**config.mk**
```make
export PLATFORM = sky130hd
export DESIGN_NAME = param_reg_file
export DESIGN_NICKNAME = d
export VERILOG_FILES = /design/src/rtl/param_reg_file.sv
export SDC_FILE = /design/constraint.sdc
export NUM_CORES = 1
export LEC_CHECK = 0
export CAP_MARGIN = 15
export CORE_UTILIZATION = 59
export CTS_CLUSTER_DIAMETER = 50
export CTS_CLUSTER_SIZE = 30
export DETAILED_ROUTE_END_ITERATION = 16
export GPL_ROUTABILITY_DRIVEN = 0
export PLACE_DENSITY = 0.88
export SLEW_MARGIN = 20
export SYNTH_ARGS = -nofsm -noshare
export SYNTH_HDL_FRONTEND = slang
export SYNTH_SLANG_ARGS = --single-unit
```
**constraint.sdc**
```tcl
create_clock -name clk -period 2.58 [get_ports clk]
set_input_delay 0.387 -clock clk [delete_from_list [all_inputs] [get_ports clk]]
set_output_delay 0.387 -clock clk [all_outputs]
set_load 0.03 [all_outputs]
```
**src/rtl/param_reg_file.sv**
```systemverilog
// Small register file with registered read port and a sequential clear engine.
// Optional sticky write-while-busy flag enabled by defining PARAM_REG_FILE_WR_ERR_EN.
module param_reg_file #(
  parameter int unsigned WIDTH  = 8,
  parameter int unsigned ADDR_W = 2
) (
  input  logic              clk,
  input  logic              rst,
  input  logic              wr,
  input  logic [ADDR_W-1:0] waddr,
  input  logic [WIDTH-1:0]  d,
  input  logic              rd,
  input  logic [ADDR_W-1:0] raddr,
  input  logic              clr,
  output logic [WIDTH-1:0]  q,
  output logic              q_valid,
  output logic              busy,
  output logic              wr_err
);

  localparam int unsigned DEPTH = 2 ** ADDR_W;
  localparam logic [ADDR_W-1:0] LastPtr = ADDR_W'(DEPTH - 1);

  typedef enum logic [0:0] {StIdle, StClear} state_e;

  state_e            state_q;
  logic [ADDR_W-1:0] ptr_q;
  logic [WIDTH-1:0]  mem_q [DEPTH];
  logic [WIDTH-1:0]  q_q;
  logic              q_valid_q;

  always_ff @(posedge clk) begin
    if (rst) begin
      state_q   <= StIdle;
      ptr_q     <= '0;
      q_q       <= '0;
      q_valid_q <= 1'b0;
      mem_q     <= '{default: '0};
    end else begin
      unique case (state_q)
        StIdle: begin
          q_valid_q <= rd;
          if (rd) begin
            // Write-first bypass; a write colliding with clr is dropped, so no bypass then.
            q_q <= (wr && !clr && (waddr == raddr)) ? d : mem_q[raddr];
          end
          if (clr) begin
            state_q <= StClear;
            ptr_q   <= '0;
          end else if (wr) begin
            mem_q[waddr] <= d;
          end
        end
        StClear: begin
          q_valid_q    <= 1'b0;
          mem_q[ptr_q] <= '0;
          ptr_q        <= ptr_q + 1'b1;
          if (ptr_q == LastPtr) begin
            state_q <= StIdle;
          end
        end
        default: state_q <= StIdle;
      endcase
    end
  end

  assign q       = q_q;
  assign q_valid = q_valid_q;
  assign busy    = (state_q == StClear);

`ifdef PARAM_REG_FILE_WR_ERR_EN
  logic wr_err_q;

  always_ff @(posedge clk) begin
    if (rst) begin
      wr_err_q <= 1'b0;
    end else if (wr && busy) begin
      wr_err_q <= 1'b1;
    end
  end

  assign wr_err = wr_err_q;
`else
  assign wr_err = 1'b0;
`endif

endmodule

```
==> impl_metrics.env, run 1 <==
export IMPL_ff2ff_path_depth=4
export IMPL_fin_util_pct=72.1
export IMPL_initial_core_util_pct=62.0
export IMPL_synth_warnings=0
export IMPL_synthesis_nets=262
export IMPL_slew_headroom_pct=56.1
export IMPL_cap_violations=0
export IMPL_io_pins=28
export IMPL_drv_slew=0
export IMPL_worst_hold_path_type="flop to flop"
export IMPL_ant_nets=0
export IMPL_criticalPathCategory="primary input to flop"
export IMPL_cp_data_arrival_time_ns=2.20
export IMPL_fin_area_mm2=0.00266
export IMPL_nets=274
export IMPL_syn_area_per_cell_um2=9.50
export IMPL_min_to="mem_q[4]"
export IMPL_hold_viol_final=0
export IMPL_wl_per_cell_um=17.8
export IMPL_r2r_slack_ns=1.01
export IMPL_clock_sinks=44
export IMPL_grt_util_all_layers_pct=28.3
export IMPL_dp_hpwl_um=3710
export IMPL_via_per_inst=6.44
export IMPL_finalPower_uw=1610
export IMPL_multi_input_area_mm2=0.00125
export IMPL_layout_common_cells="dfxtp_1, a21oi_1, nand3_1"
export IMPL_regToRegStartpoint="busy"
export IMPL_drive_gt1_share_pct=11.4
export IMPL_finalSetupViolCount=0
export IMPL_cts_buffers=5
export IMPL_totalWireLength_um=5380
export IMPL_syn_cell_area_mm2=0.00229
export IMPL_period_needed_ns=2.04
export IMPL_first_pass_iters=4
export IMPL_switching_share_pct=22.6
export IMPL_worstReg2RegEnd="mem_q[22]"
export IMPL_cp_required_ns=2.75
export IMPL_nFillCells=281
export IMPL_grt_pass1_wl_um=8760
export IMPL_critPathCaptureType="flop"
export IMPL_grt_pass1_vias=1864
export IMPL_clk_transition_reported_paths_ns=0.08
export IMPL_fin_crit_sh_pct=78.9
export IMPL_grt_max_degree=36
export IMPL_p_sw_uw=364
export IMPL_cts_max_level=2
export IMPL_p_per_area_mw_per_mm2=604
export IMPL_p_clk_share_pct=45.2
export IMPL_die_h_um=64.3
export IMPL_outcome="completed"
export IMPL_max_freq_mhz=491
export IMPL_irDropWorstVdd_v=0.000324
export IMPL_cp_start_kind="primary input"
export IMPL_min_delay_start="mem_q[4]"
export IMPL_die_w_um=64.3
export IMPL_post_cts_resized=0
export IMPL_die_area_mm2=0.00413
export IMPL_ys_ff_latch=44
export IMPL_cts_path_max_buffers=2
export IMPL_comb_power_share_pct=11.0
export IMPL_p_seq_share_pct=43.8
export IMPL_synth_cell_type_count=35
export IMPL_tightest_slew_ns=0.657
export IMPL_p_leak_uw=0.000901
export IMPL_final_common_cell="dfxtp_1"
export IMPL_cp_max_fo=9
export IMPL_tns_ns=0
export IMPL_layout_area_seq_um2=881
export IMPL_root_buffer="clkbuf_8"
export IMPL_postSynthCellCount=241
export IMPL_worst_clock_skew_ns=0.00543
export IMPL_core_area_mm2=0.00369
export IMPL_place_area_mm2=0.00250
export IMPL_grt_antenna_before_repair=0
export IMPL_n_antenna_cell=0
export IMPL_vias=1945
export IMPL_hold_depth=2
export IMPL_numPortBuffers=26
export IMPL_grt_setup_unrepaired="false"
export IMPL_holdBufCountCts=0
export IMPL_grt_remaining_overflow=0
export IMPL_syn2layout_area_growth_pct=16.2
export IMPL_cts_tree="done"
export IMPL_drcViolationCount=0
export IMPL_p_int_uw=1240
export IMPL_clk_latency_ns=0.30
export IMPL_rows=22
export IMPL_postCtsSetupRepairBufs=0
export IMPL_drtIter0Drc=110
export IMPL_synth_seq_area_share_pct=38.5
==> per-layer routing <==
layer	up-vias	wire [µm]	track usage, %
li1	933	-	-
met1	924	2230	35.0
met2	80	2710	46.3
met3	8	370	7.14
met4	0	78	12.5
met5	-	0	0
==> how the worst max path moves through the flow <==
stage               startpoint         to  slack (ns)  depth (start not counted)
floorplan                 busy  mem_q[10]        1.12                          5
global placement      raddr[1]       q[2]        0.37                          4
global route          raddr[1]       q[2]        0.44                          4
finish                raddr[1]       q[2]        0.54                          4
detailed placement    raddr[1]       q[1]        0.29                          4
CTS                   raddr[1]       q[2]        0.55                          4
==> synth_stat cells <==
cell type | count | area (µm²)
mux4_2 | 3 | 67.6
a21o_1 | 1 | 7.51
o211ai_1 | 24 | 180
buf_1 | 3 | 11.3
nand2b_1 | 3 | 18.8
o21ai_1 | 2 | 10.0
o311ai_0 | 8 | 70.1
mux2i_1 | 1 | 10.0
nor2b_1 | 1 | 6.26
nand3_1 | 32 | 160
or2b_1 | 1 | 7.51
or3b_1 | 1 | 8.76
o21ai_0 | 6 | 30.0
dfxtp_1 | 44 | 881
nand3b_1 | 8 | 60.1
nand2_1 | 12 | 45.0
ha_1 | 4 | 50.1
or3_1 | 1 | 6.26
xor2_4 | 1 | 27.5
nor2_1 | 5 | 18.8
and2b_1 | 1 | 7.51
or2_2 | 1 | 6.26
inv_1 | 2 | 7.51
o211ai_2 | 8 | 100
conb_1 | 1 | 3.75
buf_6 | 3 | 33.8
nor3b_2 | 2 | 25.0
and2_1 | 1 | 6.26
mux4_1 | 5 | 131
buf_4 | 6 | 45.0
clkbuf_1 | 9 | 33.8
a21oi_1 | 33 | 165
buf_2 | 6 | 30.0
xor2_1 | 1 | 8.76
nor3b_1 | 1 | 7.51
==> critical path: stages <==
cell             delay [ns]
clkdlybuf4s50_1        0.74
xor2_1                 0.47
or3_1                  0.45
o211ai_2               0.14
==> power groups by stage <==
stage               Clock [µW]  Combinational, µW  Sequential [µW]
floorplan                    0                115              722
global placement             0                169              719
detailed placement           0                173              719
CTS                        731                176              703
global route               753                191              705
finish                     725                177              704
==> state kept, by name, indices dropped and copies added (netlist names) <==
name / flops
mem_q: 32
q_valid: 1
q: 8
busy: 1
ptr_q: 2
==> cell families after synthesis <==
logic type      synth area share (%)
compound gates                  24.6
other cells                    0.164
mux                             9.13
simple gates                    16.8
fa+ha+maj                       2.19
xor+xnor                        1.59
flops                           38.5
buf+inv                         7.05
==> cell type report <==
| cell class | count | share of cell area, % |
|---|---|---|
| flip-flops and latches | 44 | 33.1 |
| multi-input cells | 168 | 46.9 |
| clock buffers | 5 | 2.59 |
| clock inverters | 3 | 3.39 |
| repair buffers | 32 | 11.5 |
| inverters | 2 | 0.282 |
| well taps | 48 | 2.26 |
==> per-stage QoR <==
step / hold WS [ns] / setup slack (ns) / std cells
5_1_grt: 0.515 / 0.437 / 302
4_1_cts: 0.482 / 0.552 / 302
3_5_place_dp: 0.470 / 0.289 / 294
2_1_floorplan: 0.449 / 1.12 / 241
6_report: 0.481 / 0.545 / 302
3_3_place_gp: 0.463 / 0.374 / 294
Note: power is estimated with default switching activity, not from simulation.
==> run 2: changes to the inputs <==
CORE_UTILIZATION = 55   (was 59)
PLACE_DENSITY = 0.83   (was 0.88)
clock period = 2.02 ns   (was 2.58 ns; I/O delays follow)
==> run 2 against run 1 <==
Effect of this change:
- the run now ends with DRC left
- non-clock buffer count up 5
- first-iteration DRC count up 99%
- register-to-register slack worse by 0.51 ns
- global-route usage down 1.6 points
- worst hold slack worse by 0.0056 ns
- clock power down 3.9%
- die area up 7.0%
- sequential cell count unchanged
- critical path depth down 3
==> impl_metrics.env, run 2 (synthesis gave the netlist of run 1 again) <==
export IMPL_outcome="complete, but fails checks"
export IMPL_violations="DRC"
export IMPL_wl_per_cell_um=17.4
export IMPL_postCtsSetupRepairBufs=0
export IMPL_finalSetupViolCount=0
export IMPL_clk_latency_ns=0.31
export IMPL_comb_power_share_pct=13.3
export IMPL_tns_ns=0
export IMPL_cp_start_kind="flop"
export IMPL_crit_slowest_cell="clkdlybuf4s50_1"
export IMPL_grt_max_degree=33
export IMPL_p_sw_uw=484
export IMPL_grt_pass1_wl_um=8810
export IMPL_period_needed_ns=1.82
export IMPL_cp_max_fo=13
export IMPL_irDropWorstVdd_v=0.000428
export IMPL_switching_share_pct=26.3
export IMPL_r2r_slack_ns=0.50
export IMPL_drv_slew=0
export IMPL_ff2ff_path_depth=4
export IMPL_p_int_uw=1360
export IMPL_worstReg2RegEnd="mem_q[0]"
export IMPL_final_common_cell="dfxtp_1"
export IMPL_cp_top_family="buffers and inverters"
export IMPL_ant_nets=0
export IMPL_initial_core_util_pct=57.2
export IMPL_place_area_mm2=0.00258
export IMPL_fin_area_mm2=0.00270
export IMPL_nets=279
export IMPL_grt_antenna_before_repair=0
export IMPL_vias=1947
export IMPL_fin_ws_ns=0.199
export IMPL_cp_data_arrival_time_ns=1.52
export IMPL_drtIter0Drc=219
export IMPL_syn2layout_area_growth_pct=17.8
export IMPL_top_register="mem_q"
export IMPL_drive_gt1_share_pct=13.5
export IMPL_dp_hpwl_um=3830
export IMPL_io_pins=28
export IMPL_hold_viol_final=0
export IMPL_setup_worst_path_start="busy"
export IMPL_critPathCaptureType="output pin"
export IMPL_largest_register_ffs=32
export IMPL_fin_util_pct=67.4
export IMPL_die_area_mm2=0.00442
export IMPL_via_per_inst=6.30
export IMPL_fin_crit_sh_pct=90.2
export IMPL_core_area_mm2=0.00400
export IMPL_layout_common_cells="dfxtp_1, a21oi_1, nand3_1"
export IMPL_die_h_um=66.5
export IMPL_drcViolationCount=2
export IMPL_numPortBuffers=26
export IMPL_grt_setup_unrepaired="false"
export IMPL_cts_path_max_buffers=2
export IMPL_critPathBufInv=1
export IMPL_p_clk_share_pct=37.9
export IMPL_cts_tree="done"
export IMPL_p_seq_share_pct=48.8
export IMPL_clock_sinks=44
export IMPL_grt_remaining_overflow=0
export IMPL_criticalPathCategory="flop to output pin"
export IMPL_grt_pass1_vias=1764
export IMPL_worst_hold_path_type="flop to flop"
export IMPL_slowest_delay_ns=0.73
export IMPL_slew_headroom_pct=63.7
export IMPL_grt_util_all_layers_pct=26.7
export IMPL_n_antenna_cell=0
export IMPL_p_leak_uw=0.000918
export IMPL_cp_required_ns=1.72
export IMPL_max_freq_mhz=549
export IMPL_tightest_slew_ns=0.543
export IMPL_clk_transition_reported_paths_ns=0.09
export IMPL_first_pass_iters=10
export IMPL_cp_num_cells=1
export IMPL_nFillCells=314
export IMPL_cts_buffers=5
export IMPL_root_buffer="clkbuf_8"
export IMPL_rows=23
export IMPL_worst_clock_skew_ns=0.00623
export IMPL_path_cells="clkdlybuf4s50_1"
export IMPL_regToRegStartpoint="busy"
export IMPL_cap_violations=0
export IMPL_critPathCapture="busy"
export IMPL_post_place_ws_ns=-0.0319
export IMPL_p_per_area_mw_per_mm2=683
export IMPL_cts_max_level=2
export IMPL_totalWireLength_um=5370
export IMPL_die_w_um=66.5
run 2: cell count changes in the layout (fill, tap and decap cells not counted):
cell,change
buf_12,+3
buf_4,+2
bufinv_16,-2
clkinv_4,+2
dfxtp_1,-1
dfxtp_2,+1
run 2: metrics by stage:
stage	total power (µW)	cells	hold slack [ns]
after floorplan	1070	241	0.443
after global placement	1150	301	0.458
after detailed placement	1160	301	0.465
after CTS	1840	309	0.477
after global routing	1910	309	0.492
final	1840	309	0.476
run 2: power by group through the flow:
| stage | sequential (µW) | clock, µW | combinational [µW] |
|---|---|---|---|
| 6_report | 899 | 697 | 244 |
| 3_3_place_gp | 917 | 0 | 237 |
| 2_1_floorplan | 922 | 0 | 147 |
| 4_1_cts | 898 | 703 | 241 |
| 3_5_place_dp | 918 | 0 | 240 |
| 5_1_grt | 901 | 746 | 263 |
run 2: cell type report:
cell class	count	area (µm²)	area share, %
clock buffers	5	68.8	2.55
clock inverters	3	47.5	1.76
inverters	2	7.51	0.279
multi-input cells	168	1250	46.2
flip-flops and latches	44	882	32.7
well taps	50	62.6	2.32
repair buffers	37	380	14.1
run 2: how the worst min path moves through the flow:
stage,endpoint,from,depth (start not counted)
CTS,mem_q[1],mem_q[1],2
global placement,mem_q[0],mem_q[0],2
floorplan,busy,clr,2
detailed placement,mem_q[1],mem_q[1],2
finish,mem_q[1],mem_q[1],2
global route,mem_q[1],mem_q[1],2
run 2: timing repair:
| item | CTS | global route |
|---|---|---|
| gates resized for setup | 0 | 1 |
| hold buffers | 0 | 0 |
| setup endpoints to repair | 0 | 1 |
run 2: routing by layer:
| metal | up-vias | GRT usage [%] | wire length, µm |
|---|---|---|---|
| li1 | 934 | - | - |
| met1 | 915 | 36.3 | 2300 |
| met2 | 89 | 42.2 | 2620 |
| met3 | 9 | 4.62 | 378 |
| met4 | 0 | 10.4 | 72 |
| met5 | - | 0 | 0 |
run 2: worst reg2reg max path, delay by kind of cell (launching register included):
family	cells	cell delay, ns
DFF	1	0.40
and+or+nand+nor	1	0.40
buffers and inverters	1	0.24
AOI/OAI and AO/OA	2	0.36
